$ cat config.mk
export PLATFORM = sky130hd
export DESIGN_NAME = lc3_control_fsm
export DESIGN_NICKNAME = d
export VERILOG_FILES = /design/src/rtl/lc3_pkg.sv /design/src/rtl/lc3_control_fsm_mem_wait_timer.sv /design/src/rtl/lc3_control_fsm.sv
export SDC_FILE = /design/constraint.sdc
export NUM_CORES = 1
export LEC_CHECK = 0
export ABC_AREA = 1
export CAP_MARGIN = 20
export CORE_MARGIN = 2
export CORE_UTILIZATION = 42
export CTS_CLUSTER_SIZE = 16
export DETAILED_ROUTE_END_ITERATION = 10
export PLACE_DENSITY = 0.9
export SLEW_MARGIN = 5
export SYNTH_ARGS = -nofsm -noshare
export SYNTH_HDL_FRONTEND = slang
export SYNTH_SLANG_ARGS = --single-unit
export TNS_END_PERCENT = 5
$ cat constraint.sdc
create_clock -name clk -period 1.8 [get_ports clk]
set_input_delay 0.36 -clock clk [delete_from_list [all_inputs] [get_ports clk]]
set_output_delay 0.36 -clock clk [all_outputs]
set_load 0.1 [all_outputs]
$ cat src/rtl/lc3_pkg.sv
// Shared LC-3 control definitions: FSM state encoding, opcodes and datapath
// select encodings used by the control FSM and anything that decodes its outputs.
package lc3_pkg;

  typedef enum logic [4:0] {
    ST_HALTED,
    ST_FETCH1,
    ST_FETCH2,
    ST_FETCH3,
    ST_DECODE,
    ST_ADD,
    ST_AND,
    ST_NOT,
    ST_BR,
    ST_BR_TAKEN,
    ST_JMP,
    ST_JSR,
    ST_JSR_R7,
    ST_LDR_ADDR,
    ST_LDR_READ,
    ST_LDR_LOAD,
    ST_STR_ADDR,
    ST_STR_DATA,
    ST_STR_WRITE,
    ST_PAUSE1,
    ST_PAUSE2
  } state_t;

  // Opcodes (IR[15:12])
  localparam logic [3:0] OP_BR    = 4'b0000;
  localparam logic [3:0] OP_ADD   = 4'b0001;
  localparam logic [3:0] OP_JSR   = 4'b0100;
  localparam logic [3:0] OP_AND   = 4'b0101;
  localparam logic [3:0] OP_LDR   = 4'b0110;
  localparam logic [3:0] OP_STR   = 4'b0111;
  localparam logic [3:0] OP_NOT   = 4'b1001;
  localparam logic [3:0] OP_JMP   = 4'b1100;
  localparam logic [3:0] OP_PAUSE = 4'b1101;

  // PC mux
  localparam logic [1:0] PCSEL_INC   = 2'b00;
  localparam logic [1:0] PCSEL_BUS   = 2'b01;
  localparam logic [1:0] PCSEL_ADDER = 2'b10;

  // ALU function
  localparam logic [1:0] ALUK_ADD   = 2'b00;
  localparam logic [1:0] ALUK_AND   = 2'b01;
  localparam logic [1:0] ALUK_NOT   = 2'b10;
  localparam logic [1:0] ALUK_PASSA = 2'b11;

  // Address adder operands
  localparam logic [1:0] ADDR2_ZERO   = 2'b00;
  localparam logic [1:0] ADDR2_SEXT6  = 2'b01;
  localparam logic [1:0] ADDR2_SEXT9  = 2'b10;
  localparam logic [1:0] ADDR2_SEXT11 = 2'b11;
  localparam logic       ADDR1_PC     = 1'b0;
  localparam logic       ADDR1_SR1    = 1'b1;

  // Register file port selects
  localparam logic DRMUX_IR_11_9  = 1'b0;
  localparam logic DRMUX_R7       = 1'b1;
  localparam logic SR1MUX_IR_11_9 = 1'b0;
  localparam logic SR1MUX_IR_8_6  = 1'b1;

  // States that drive the external memory and are timed by the wait counter
  function automatic logic is_mem_state(state_t s);
    return (s == ST_FETCH2) || (s == ST_LDR_READ) || (s == ST_STR_WRITE);
  endfunction

endpackage

$ cat src/rtl/lc3_control_fsm_mem_wait_timer.sv
// Memory access wait counter: loaded with MEM_WAIT-1 when a memory state is
// entered, counts down once per cycle and parks at zero (no wraparound).
module mem_wait_timer #(
  parameter int MEM_WAIT = 2
) (
  input  logic clk,
  input  logic rst_n,
  input  logic load,
  output logic done
);

  logic [2:0] count_reg;

  // Load on memory-state entry, otherwise count down and hold at zero
  always_ff @(posedge clk or negedge rst_n) begin
    if (!rst_n) begin
      count_reg <= 3'd0;
    end else if (load) begin
      count_reg <= 3'(MEM_WAIT - 1);
    end else if (count_reg != 3'd0) begin
      count_reg <= count_reg - 3'd1;
    end
  end

  // Final wait cycle of the current access
  always_comb begin
    done = (count_reg == 3'd0);
  end

endmodule

$ cat src/rtl/lc3_control_fsm.sv
// LC-3 subset control unit: fetch/decode/execute FSM producing datapath
// load strobes, bus gates, mux selects and active-low memory strobes.
module lc3_control_fsm
  import lc3_pkg::*;
#(
  parameter int MEM_WAIT = 2
) (
  input  logic        clk,
  input  logic        rst_n,
  input  logic        run,
  input  logic        resume,
  input  logic [15:0] ir,
  input  logic        ben,
  output logic        ld_mar,
  output logic        ld_mdr,
  output logic        ld_ir,
  output logic        ld_ben,
  output logic        ld_cc,
  output logic        ld_reg,
  output logic        ld_pc,
  output logic        ld_led,
  output logic        gate_pc,
  output logic        gate_mdr,
  output logic        gate_alu,
  output logic        gate_marmux,
  output logic [1:0]  pc_select,
  output logic [1:0]  aluk_select,
  output logic [1:0]  addr2_mux,
  output logic        addr1_mux,
  output logic        drmux_select,
  output logic        sr1mux_select,
  output logic        sr2mux_select,
  output logic        mio_en,
  output logic        mem_ce,
  output logic        mem_ub,
  output logic        mem_lb,
  output logic        mem_oe,
  output logic        mem_we
);

  state_t state_reg, state_next;
  logic   entered_reg;   // first cycle in the current state
  logic   wait_load;
  logic   wait_done;

  // Register fields live in the datapath; only the opcode and IR[5] matter here
  logic unused_ir_bits;
  assign unused_ir_bits = ^{ir[11:6], ir[4:0]};

  mem_wait_timer #(.MEM_WAIT(MEM_WAIT)) u_timer (
    .clk   (clk),
    .rst_n (rst_n),
    .load  (wait_load),
    .done  (wait_done)
  );

  // State register plus a flag marking the first cycle spent in a state
  always_ff @(posedge clk or negedge rst_n) begin
    if (!rst_n) begin
      state_reg   <= ST_HALTED;
      entered_reg <= 1'b0;
    end else begin
      state_reg   <= state_next;
      entered_reg <= (state_next != state_reg);
    end
  end

  // Next-state decode; the wait counter is armed on every memory-state entry
  always_comb begin
    state_next = state_reg;
    unique case (state_reg)
      ST_HALTED:    if (run) state_next = ST_FETCH1;
      ST_FETCH1:    state_next = ST_FETCH2;
      ST_FETCH2:    if (wait_done) state_next = ST_FETCH3;
      ST_FETCH3:    state_next = ST_DECODE;
      ST_DECODE: begin
        case (ir[15:12])
          OP_ADD:   state_next = ST_ADD;
          OP_AND:   state_next = ST_AND;
          OP_NOT:   state_next = ST_NOT;
          OP_BR:    state_next = ST_BR;
          OP_JMP:   state_next = ST_JMP;
          OP_JSR:   state_next = ST_JSR;
          OP_LDR:   state_next = ST_LDR_ADDR;
          OP_STR:   state_next = ST_STR_ADDR;
          OP_PAUSE: state_next = ST_PAUSE1;
          default:  state_next = ST_FETCH1;
        endcase
      end
      ST_ADD, ST_AND, ST_NOT: state_next = ST_FETCH1;
      ST_BR:        state_next = ben ? ST_BR_TAKEN : ST_FETCH1;
      ST_BR_TAKEN:  state_next = ST_FETCH1;
      ST_JMP:       state_next = ST_FETCH1;
      ST_JSR:       state_next = ST_JSR_R7;
      ST_JSR_R7:    state_next = ST_FETCH1;
      ST_LDR_ADDR:  state_next = ST_LDR_READ;
      ST_LDR_READ:  if (wait_done) state_next = ST_LDR_LOAD;
      ST_LDR_LOAD:  state_next = ST_FETCH1;
      ST_STR_ADDR:  state_next = ST_STR_DATA;
      ST_STR_DATA:  state_next = ST_STR_WRITE;
      ST_STR_WRITE: if (wait_done) state_next = ST_FETCH1;
      ST_PAUSE1:    if (resume) state_next = ST_PAUSE2;
      ST_PAUSE2:    if (!resume) state_next = ST_FETCH1;
      default:      state_next = ST_HALTED;
    endcase
    wait_load = is_mem_state(state_next) && (state_next != state_reg);
  end

  // Moore output decode; everything inactive unless the state asserts it
  always_comb begin
    ld_mar = 1'b0; ld_mdr = 1'b0; ld_ir = 1'b0; ld_ben = 1'b0;
    ld_cc = 1'b0; ld_reg = 1'b0; ld_pc = 1'b0; ld_led = 1'b0;
    gate_pc = 1'b0; gate_mdr = 1'b0; gate_alu = 1'b0; gate_marmux = 1'b0;
    pc_select = PCSEL_INC; aluk_select = ALUK_ADD;
    addr2_mux = ADDR2_ZERO; addr1_mux = ADDR1_PC;
    drmux_select = DRMUX_IR_11_9; sr1mux_select = SR1MUX_IR_11_9;
    sr2mux_select = 1'b0; mio_en = 1'b0;
    mem_ce = 1'b1; mem_oe = 1'b1; mem_we = 1'b1;
    unique case (state_reg)
      ST_FETCH1: begin
        gate_pc = 1'b1; ld_mar = 1'b1; pc_select = PCSEL_INC; ld_pc = 1'b1;
      end
      ST_FETCH2, ST_LDR_READ: begin
        mio_en = 1'b1; mem_ce = 1'b0; mem_oe = 1'b0;
        ld_mdr = wait_done;   // capture only once the read data is valid
      end
      ST_FETCH3: begin
        gate_mdr = 1'b1; ld_ir = 1'b1;
      end
      ST_DECODE: ld_ben = 1'b1;
      ST_ADD, ST_AND, ST_NOT: begin
        sr1mux_select = SR1MUX_IR_8_6;
        sr2mux_select = ir[5];
        aluk_select   = (state_reg == ST_ADD) ? ALUK_ADD :
                        (state_reg == ST_AND) ? ALUK_AND : ALUK_NOT;
        gate_alu = 1'b1; ld_reg = 1'b1; ld_cc = 1'b1;
        drmux_select = DRMUX_IR_11_9;
      end
      ST_BR_TAKEN: begin
        addr1_mux = ADDR1_PC; addr2_mux = ADDR2_SEXT9;
        pc_select = PCSEL_ADDER; ld_pc = 1'b1;
      end
      ST_JMP: begin
        addr1_mux = ADDR1_SR1; sr1mux_select = SR1MUX_IR_8_6;
        addr2_mux = ADDR2_ZERO; pc_select = PCSEL_ADDER; ld_pc = 1'b1;
      end
      ST_JSR: begin
        gate_pc = 1'b1; drmux_select = DRMUX_R7; ld_reg = 1'b1;
      end
      ST_JSR_R7: begin
        addr1_mux = ADDR1_PC; addr2_mux = ADDR2_SEXT11;
        pc_select = PCSEL_ADDER; ld_pc = 1'b1;
      end
      ST_LDR_ADDR, ST_STR_ADDR: begin
        addr1_mux = ADDR1_SR1; sr1mux_select = SR1MUX_IR_8_6;
        addr2_mux = ADDR2_SEXT6; gate_marmux = 1'b1; ld_mar = 1'b1;
      end
      ST_LDR_LOAD: begin
        gate_mdr = 1'b1; ld_reg = 1'b1; ld_cc = 1'b1;
      end
      ST_STR_DATA: begin
        sr1mux_select = SR1MUX_IR_11_9; aluk_select = ALUK_PASSA;
        gate_alu = 1'b1; ld_mdr = 1'b1; mio_en = 1'b0;
      end
      ST_STR_WRITE: begin
        mem_ce = 1'b0; mem_we = 1'b0;
      end
      ST_PAUSE1: ld_led = entered_reg;   // one pulse, however long we wait
      default: ;
    endcase
    // Byte lanes follow chip enable for full-word accesses
    mem_ub = mem_ce;
    mem_lb = mem_ce;
  end

endmodule

Word level (Yosys, flattened, before mapping)
Memory sizes are Yosys's and may differ from the RTL's.
Index checks and enable logic that the tools add are counted.
{"block": "word_totals", "register_bits": 9, "memories": 1, "romBits": 80, "wordCells": 86, "inputBits": 21, "out_inout_bits": 28}
{"block": "op_classes", "addsub": 1, "n_mux": 35, "eq_ne": 24, "reduce_logical": 22}
{"name": "(name not given)", "depth": 16, "width": 5, "rd": 1, "rd_clocked_by_memory_dff": 0, "write_ports": 0, "line": "lc3_control_fsm.sv:77", "source": "case (ir[15:12])"}
{"cell": "case mux 5 bit (15 select lines)", "n": 1}
{"cell": "equality test 5 x 4 -> 1 bit (second input constant)", "n": 9}
{"cell": "equality test 5 bit (second input constant)", "n": 6}
{"cell": "two-way mux 5 bit", "n": 6}
{"cell": "equality test 5 x 3 -> 1 bit (second input constant)", "n": 4}
{"cell": "two-way mux 1 bit", "n": 19}
{"cell": "equality test 5 x 2 -> 1 bit (second input constant)", "n": 3}
{"cell": "OR reduction 3 bit", "n": 5}
{"cell": "OR reduction 4 bit", "n": 3}
{"cell": "OR reduction 2 bit", "n": 4}
{"cell": "OR reduction 7 bit", "n": 1}
{"cell": "two-way mux 2 bit", "n": 3}
{"cell": "two-way mux 3 bit", "n": 2}
{"cell": "case mux 2 bit (3 select lines)", "n": 1}
{"cell": "OR reduction 6 bit", "n": 1}
{"cell": "equality test 5 x 1 -> 1 bit (second input constant)", "n": 1}
{"cell": "zero test 5 bit", "n": 1}
{"cell": "inequality test 5 bit", "n": 1}
{"cell": "OR reduction 5 bit", "n": 1}
{"cell": "two-way mux 4 bit", "n": 1}
{"cell": "case mux 2 bit (2 select lines)", "n": 1}
{"cell": "zero test 3 bit", "n": 1}
{"cell": "nonzero test 3 bit", "n": 1}
{"cell": "subtractor 3 x 1 -> 3 bit (second input constant)", "n": 1}
{"cell": "other kinds (4)", "n": 5}

Logic depth before layout (Yosys ltp)
Gate-level depths: netlist of run 1.
{"block": "logic_depth", "depth_word": 8, "ltp_mapped": 15, "ltp_nobuf": 15}

Modules after synthesis
A second synthesis of run 1 with hierarchy kept.
{"block": "unflattened", "hier_cells": 204, "area_unflattened_um2": 1159.9}
{"module": "lc3_control_fsm", "area_each_um2": 969.7, "instances": 1, "seq_area_each_um2": 150.1, "cells_per_inst": 180}
{"module": "mem_wait_timer", "area_each_um2": 190.2, "instances": 1, "seq_area_each_um2": 75.1, "cells_per_inst": 24}

Worst setup path before layout of run 1
No wires, ideal clock.
{"block": "synth_timing", "path_kind": "reg-to-output", "from": "register state_reg[2]", "to": "output ld_mdr", "t_required_ns": 1.440, "path_slack_ns": -3.112, "n_path_buf": 1, "stages_incl_launch_ff": 9, "t_arrival_ns": 4.552, "path_cell_list": "dfrtp_1 > buf_2 > inv_1 > nand2_1 > nor2_1 > nand2_1 > nand2_1 > inv_1 > o21ai_0"}
{"block": "synth_between", "elab_chain_cells": 3}
{"element": "start: declaration", "line": "lc3_control_fsm.sv:41", "source": "state_t state_reg, state_next;"}
{"element": "start signal: assignment", "line": "lc3_control_fsm.sv:63", "source": "state_reg <= state_next;"}
{"element": "equality test 5 x 4 -> 1 bit / equality test 5 x 2 -> 1 bit (equally long branches)", "line": "lc3_control_fsm.sv:119", "source": "unique case (state_reg)"}
{"element": "OR reduction 2 bit", "line": "lc3_control_fsm.sv:119"}
{"element": "case mux 1 bit (2 select lines) *", "line": "lc3_control_fsm.sv:119"}
{"element": "end: declaration", "line": "lc3_control_fsm.sv:15", "source": "output logic ld_mdr,"}
Every way passes the cells marked *; elsewhere a longest branch is shown, timed or not.

Worst setup path in the final report of run 1
{"block": "layout_timing", "from": "register state_reg[0]", "to": "output sr1mux_select"}
{"block": "layout_between", "elab_chain_cells": 3}
{"element": "equality test 5 x 3 -> 1 bit (tied with other cells)", "line": "lc3_control_fsm.sv:119"}
{"element": "OR reduction 6 bit (no line) *"}
{"element": "two-way mux 1 bit *", "line": "lc3_control_fsm.sv:119"}
{"element": "end: declaration", "line": "lc3_control_fsm.sv:31", "source": "output logic sr1mux_select,"}
Marked as above.

==> impl_metrics.ini, run 1 <==
[outcome]
outcome = complete, but fails checks
violations = setup timing

[synthesis]
yosys_warnings = 0
yosysSeqAreaShare = 0.2000
yosysUniqueCellTypes = 22
synth_top_cell_by_area = nand2_1
synthTopCellsByCount = nand2_1, nor2_1, nand3_1
synth-seq-cells = 9
synth_top_flop_cell = dfrtp_1
async_flop_share = 1.000
synth_area_leaders = nand2_1, dfrtp_1, nand3_1
synthMostInstantiatedCell = nand2_1
yosys.area.top_type_share = 0.2233
syn_area_um2 = 1126
syn_inst = 200
postSynthAreaPerCell_um2 = 5.630
synth_edf_count = 0
syn_nets = 226

[critical_path]
crit_arrival_ps = 1750
cp-end-kind = output pin
cp-start-kind = flop
worstPathRequired_ps = 1440
cp_slowest_cell = dfrtp_2
path_class = reg2out
r2r_cells = 11
crit_buf_inv = 2
r2r_slack_ps = -190
path_max_fanout = 7
crit_family = simple AND/OR/NAND/NOR gates
crit_chain = nor2_4 > inv_2 > nor2_1 > nor2_2 > nand3_1 > buf_12
rr_endpoint = u_timer.count_reg[2]$_DFFE_PN0P_
crit-reg2reg-launch = state_reg[1]$_DFF_PN0_
slowest_delay_ps = 500

[clock_tree]
h-tree-depth = 1
numCtsBuffers = 3
worstSkewPairLatency_ps = 240
cts_buffer_depth = 2
cts_tree = done
cts_sinks = 9
hold_buffers = 0
cts_root_buf = clkbuf_4
clk_pin_slew_worst_paths_ps = 50

[sta]
setup_tns_ps = -5306
rsz0062_at_grt = yes
fmaxAchievable_mhz = 472.9
fin_skew_ps = 2.805
finalCriticalPeriod_ps = 2115
finalHoldViolations = 0
finalSetupViolCount = 31
setup_slack_ps = -314.8
fin_crit_sh = 1.175
drv_slew = 0

[grt]
top_usage_layer = met2
use_met1 = 0.2765
grt_overflow = 0
gr-usage-met3 = 0.04651
grt_pass1_vias = 1616
grt_use_met2 = 0.5323
grt_pass1_wl_um = 6906
antenna_found_initial = 0
grt_max_degree = 10
grt.total_usage = 0.2759

[die]
die_area_um2 = 3111
start_util = 0.4505
core_um2 = 2500
fp.dieH_um = 55.78
num_io_pins = 49
die_w_um = 55.78
rows = 18

[worst_hold_path]
hold_class = in2async

[drt]
num_vias = 1799
via_per_inst = 6.078
ant_nets = 0
drtIter0Drc = 124
wirelength_um = 5181
firstDrtPassIters = 5
drc = 0
wire_per_inst_um = 17.50

[final_layout]
largest_reg_flops = 5
num_antenna_cells = 0
final_cells = 296
num-nets-final = 293
drive_gt1_frac = 0.4662
area.growth.synth_to_final_pct = 96.89
finalInstanceArea_um2 = 2217

[placement]
io_buffers = 36
dp_cells = 282
dpl_cell_area_um2 = 1993
gp_congestion = 0.9848
dp_hpwl_um = 2973

[run]
drv_cap = 0
==> cells in the final DEF, fill, tap and decap left out, drive strengths merged, types with 4 or more instances in the layout <==
cell type       n
a21oi           5
buf            58
clkbuf          4
clkdlybuf4s50   8
dfrtp           9
ha              5
inv            29
nand2          69
nand3          25
nand4           6
nor2           34
o21ai           7
==> through the flow <==
step,worst slack (ps),hold slack (ps),util
after floorplan,-786.1,64.41,-
after global placement,-383.9,499.2,0.7973
after detailed placement,-450.1,550.1,0.7973
after CTS,-148.8,403.5,0.8609
after global routing,-342.8,414.5,0.8869
final,-314.8,402.4,0.8869
==> repair_timing <==
action	4_1_cts	5_1_grt
setup endpoints to repair	31	31
pin swaps	6	4
gates resized for setup	33	13
buffers inserted	7	3
==> worst max-delay path by stage <==
stage	start	end	slack, ps	depth (start not counted)
2_1_floorplan	state_reg[1]$_DFF_PN0_	ld_mdr	-790	6
3_3_place_gp	ir[12]	u_timer.count_reg[1]$_DFFE_PN0P_	-380	13
3_5_place_dp	ir[12]	u_timer.count_reg[0]$_DFFE_PN0P_	-450	15
4_1_cts	state_reg[2]$_DFF_PN0_	sr1mux_select	-150	6
5_1_grt	state_reg[2]$_DFF_PN0_	u_timer.count_reg[2]$_DFFE_PN0P_	-340	11
6_report	state_reg[0]$_DFF_PN0_	sr1mux_select	-310	6
==> cells by family after synthesis <==
| family | count (synthesis) | share of synthesized area |
|---|---|---|
| fa+ha+maj | 5 | 0.05556 |
| xor+xnor | 1 | 0.007779 |
| simple gates | 134 | 0.5278 |
| flops | 9 | 0.2000 |
| other cells | 1 | 0.003330 |
| mux | 1 | 0.008889 |
| buf+inv | 35 | 0.1311 |
| compound gates | 14 | 0.06555 |
==> metal layers <==
| layer | vias to the layer above | wire (um) |
|---|---|---|
| met1 | 798 | 1752 |
| met2 | 180 | 2466 |
| met5 | - | 0 |
| li1 | 759 | - |
| met4 | 0 | 423 |
| met3 | 62 | 538 |
==> worst reg2reg max path, delay by kind of cell, from the launching register on <==
family,cells,cell delay [ps]
AOI/OAI and AO/OA,1,90
buffers and inverters,2,230
DFF,1,470
and+or+nand+nor,8,1080
==> cell type report <==
cell class,count,area (um2)
clock buffers,4,26.28
fillers,100,282.8
inverters,30,126.4
multi-input cells,156,922.1
flip-flops and latches,9,231.5
well taps,30,37.54
repair buffers,67,873.3
Power of run 1 is left out: the tool's default activity adds up to more than one toggle a clock period on the data nets, which glitch-free logic cannot reach.
==> run 2, diff against run 1 <==
- clock period: 1.8 -> 2.4 ns (I/O delays scaled with it)
==> impl_metrics.ini, run 2 (same netlist as run 1, synthesis figures left out) <==
[clock_tree]
cts_resized = 0
h-tree-depth = 1
cts_buffer_depth = 2
hold_buffers = 0
cts_root_buf = clkbuf_4
cts_tree = done
post-cts-setup-buffers = 0
clk_pin_slew_worst_paths_ps = 60
worstSkewPairLatency_ps = 260
numCtsBuffers = 3
cts_sinks = 9

[final_layout]
multiInputGateArea_um2 = 823.3
area.growth.synth_to_final_pct = 66.67
fillers = 184
num-nets-final = 264
ff_latch_area_um2 = 225.2
largest_reg_flops = 5
drive_gt1_frac = 0.2658
final_cell_mix = nand2_1, buf_12, nand3_1, nor2_1, inv_1
num_antenna_cells = 0
finalInstanceArea_um2 = 1877
final_common_cell = nand2_1

[sta]
finalSetupViolCount = 0
fmaxAchievable_mhz = 440.3
drv_slew = 0
fin_crit_sh = 0.9462
rsz0062_at_grt = no
fin_skew_ps = 1.891
finalHoldViolations = 0
setup_tns_ps = 0
finalCriticalPeriod_ps = 2271
setup_slack_ps = 129.1

[grt]
grt_max_degree = 10
antenna_found_initial = 0
gr-usage-met3 = 0.03256
grt_overflow = 0
grt.total_usage = 0.2084
use_met1 = 0.2378
grt_use_met2 = 0.3759
grt_pass1_vias = 1296
grt_pass1_wl_um = 5285
top_usage_layer = met2

[drt]
drc = 0
firstDrtPassIters = 4
via_per_inst = 5.341
num_vias = 1426
drtIter0Drc = 47
wirelength_um = 3128
wire_per_inst_um = 11.72
ant_nets = 0

[critical_path]
cp_slowest_cell = dfrtp_1
crit_buf_inv = 2
crit_arrival_ps = 1790
cp-end-kind = output pin
path_class = reg2out
crit_chain = inv_2 > nand2_4 > nor2_1 > nand2_1 > o21ai_1 > buf_12
slowest_delay_ps = 460
path_max_fanout = 7
worstPathRequired_ps = 1920
cp-start-kind = flop
crit_family = simple AND/OR/NAND/NOR gates

[outcome]
outcome = complete, no violations

[placement]
dp_hpwl_um = 2758
io_buffers = 36
dpl_cell_area_um2 = 1851
gp_congestion = 0.9774
dp_slack_ps = -36.70

[die]
die_area_um2 = 3111
die_w_um = 55.78
start_util = 0.4505
fp.dieH_um = 55.78
rows = 18
num_io_pins = 49
core_um2 = 2500

[worst_hold_path]
hold_class = in2async

[run]
drv_cap = 0
## run 2: per-layer routing
layer / vias to the layer above / part of all wire / routed length (um)
met5: - / 0 / 0
met1: 637 / 0.39 / 1228
met3: 12 / 0.064 / 199
li1: 704 / - / -
met2: 73 / 0.52 / 1615
met4: 0 / 0.027 / 85
## run 2: metrics by stage
| step | std cells | hold WS, ps | utilization |
|---|---|---|---|
| 3_5_place_dp | 263 | 516.3 | 0.7402 |
| 2_1_floorplan | 200 | 184.4 | - |
| 3_3_place_gp | 263 | 498.8 | 0.7402 |
| 4_1_cts | 267 | 513.1 | 0.7508 |
| 5_1_grt | 267 | 529.8 | 0.7508 |
| 6_report | 267 | 506.5 | 0.7508 |
## run 2: area by class of cell
| class | instances | share of cell area |
|---|---|---|
| Timing Repair Buffer | 38 | 0.3440 |
| Multi-Input combinational cell | 156 | 0.4387 |
| Tap cell | 30 | 0.02000 |
| Sequential cell | 9 | 0.1200 |
| Inverter | 30 | 0.06333 |
| Clock buffer | 4 | 0.01400 |
## run 2: worst paths after layout
| path | slack (ps) | cells after the start | start | end |
|---|---|---|---|---|
| setup reg to reg | 470 | 15 | u_timer.count_reg[0]$_DFFE_PN0P_ | u_timer.count_reg[0]$_DFFE_PN0P_ |
| hold reg to reg | 530 | 2 | u_timer.count_reg[0]$_DFFE_PN0P_ | u_timer.count_reg[0]$_DFFE_PN0P_ |
| setup / recovery | 130 | 6 | state_reg[3]$_DFF_PN0_ | aluk_select[1] |
| min in group clk | 530 | 2 | u_timer.count_reg[0]$_DFFE_PN0P_ | u_timer.count_reg[0]$_DFFE_PN0P_ |
| hold / removal | 510 | 1 | rst_n | u_timer.count_reg[1]$_DFFE_PN0P_ |
| max in group asynchronous | 1620 | 1 | rst_n | state_reg[2]$_DFF_PN0_ |
Power of run 2 is left out for the same reason.
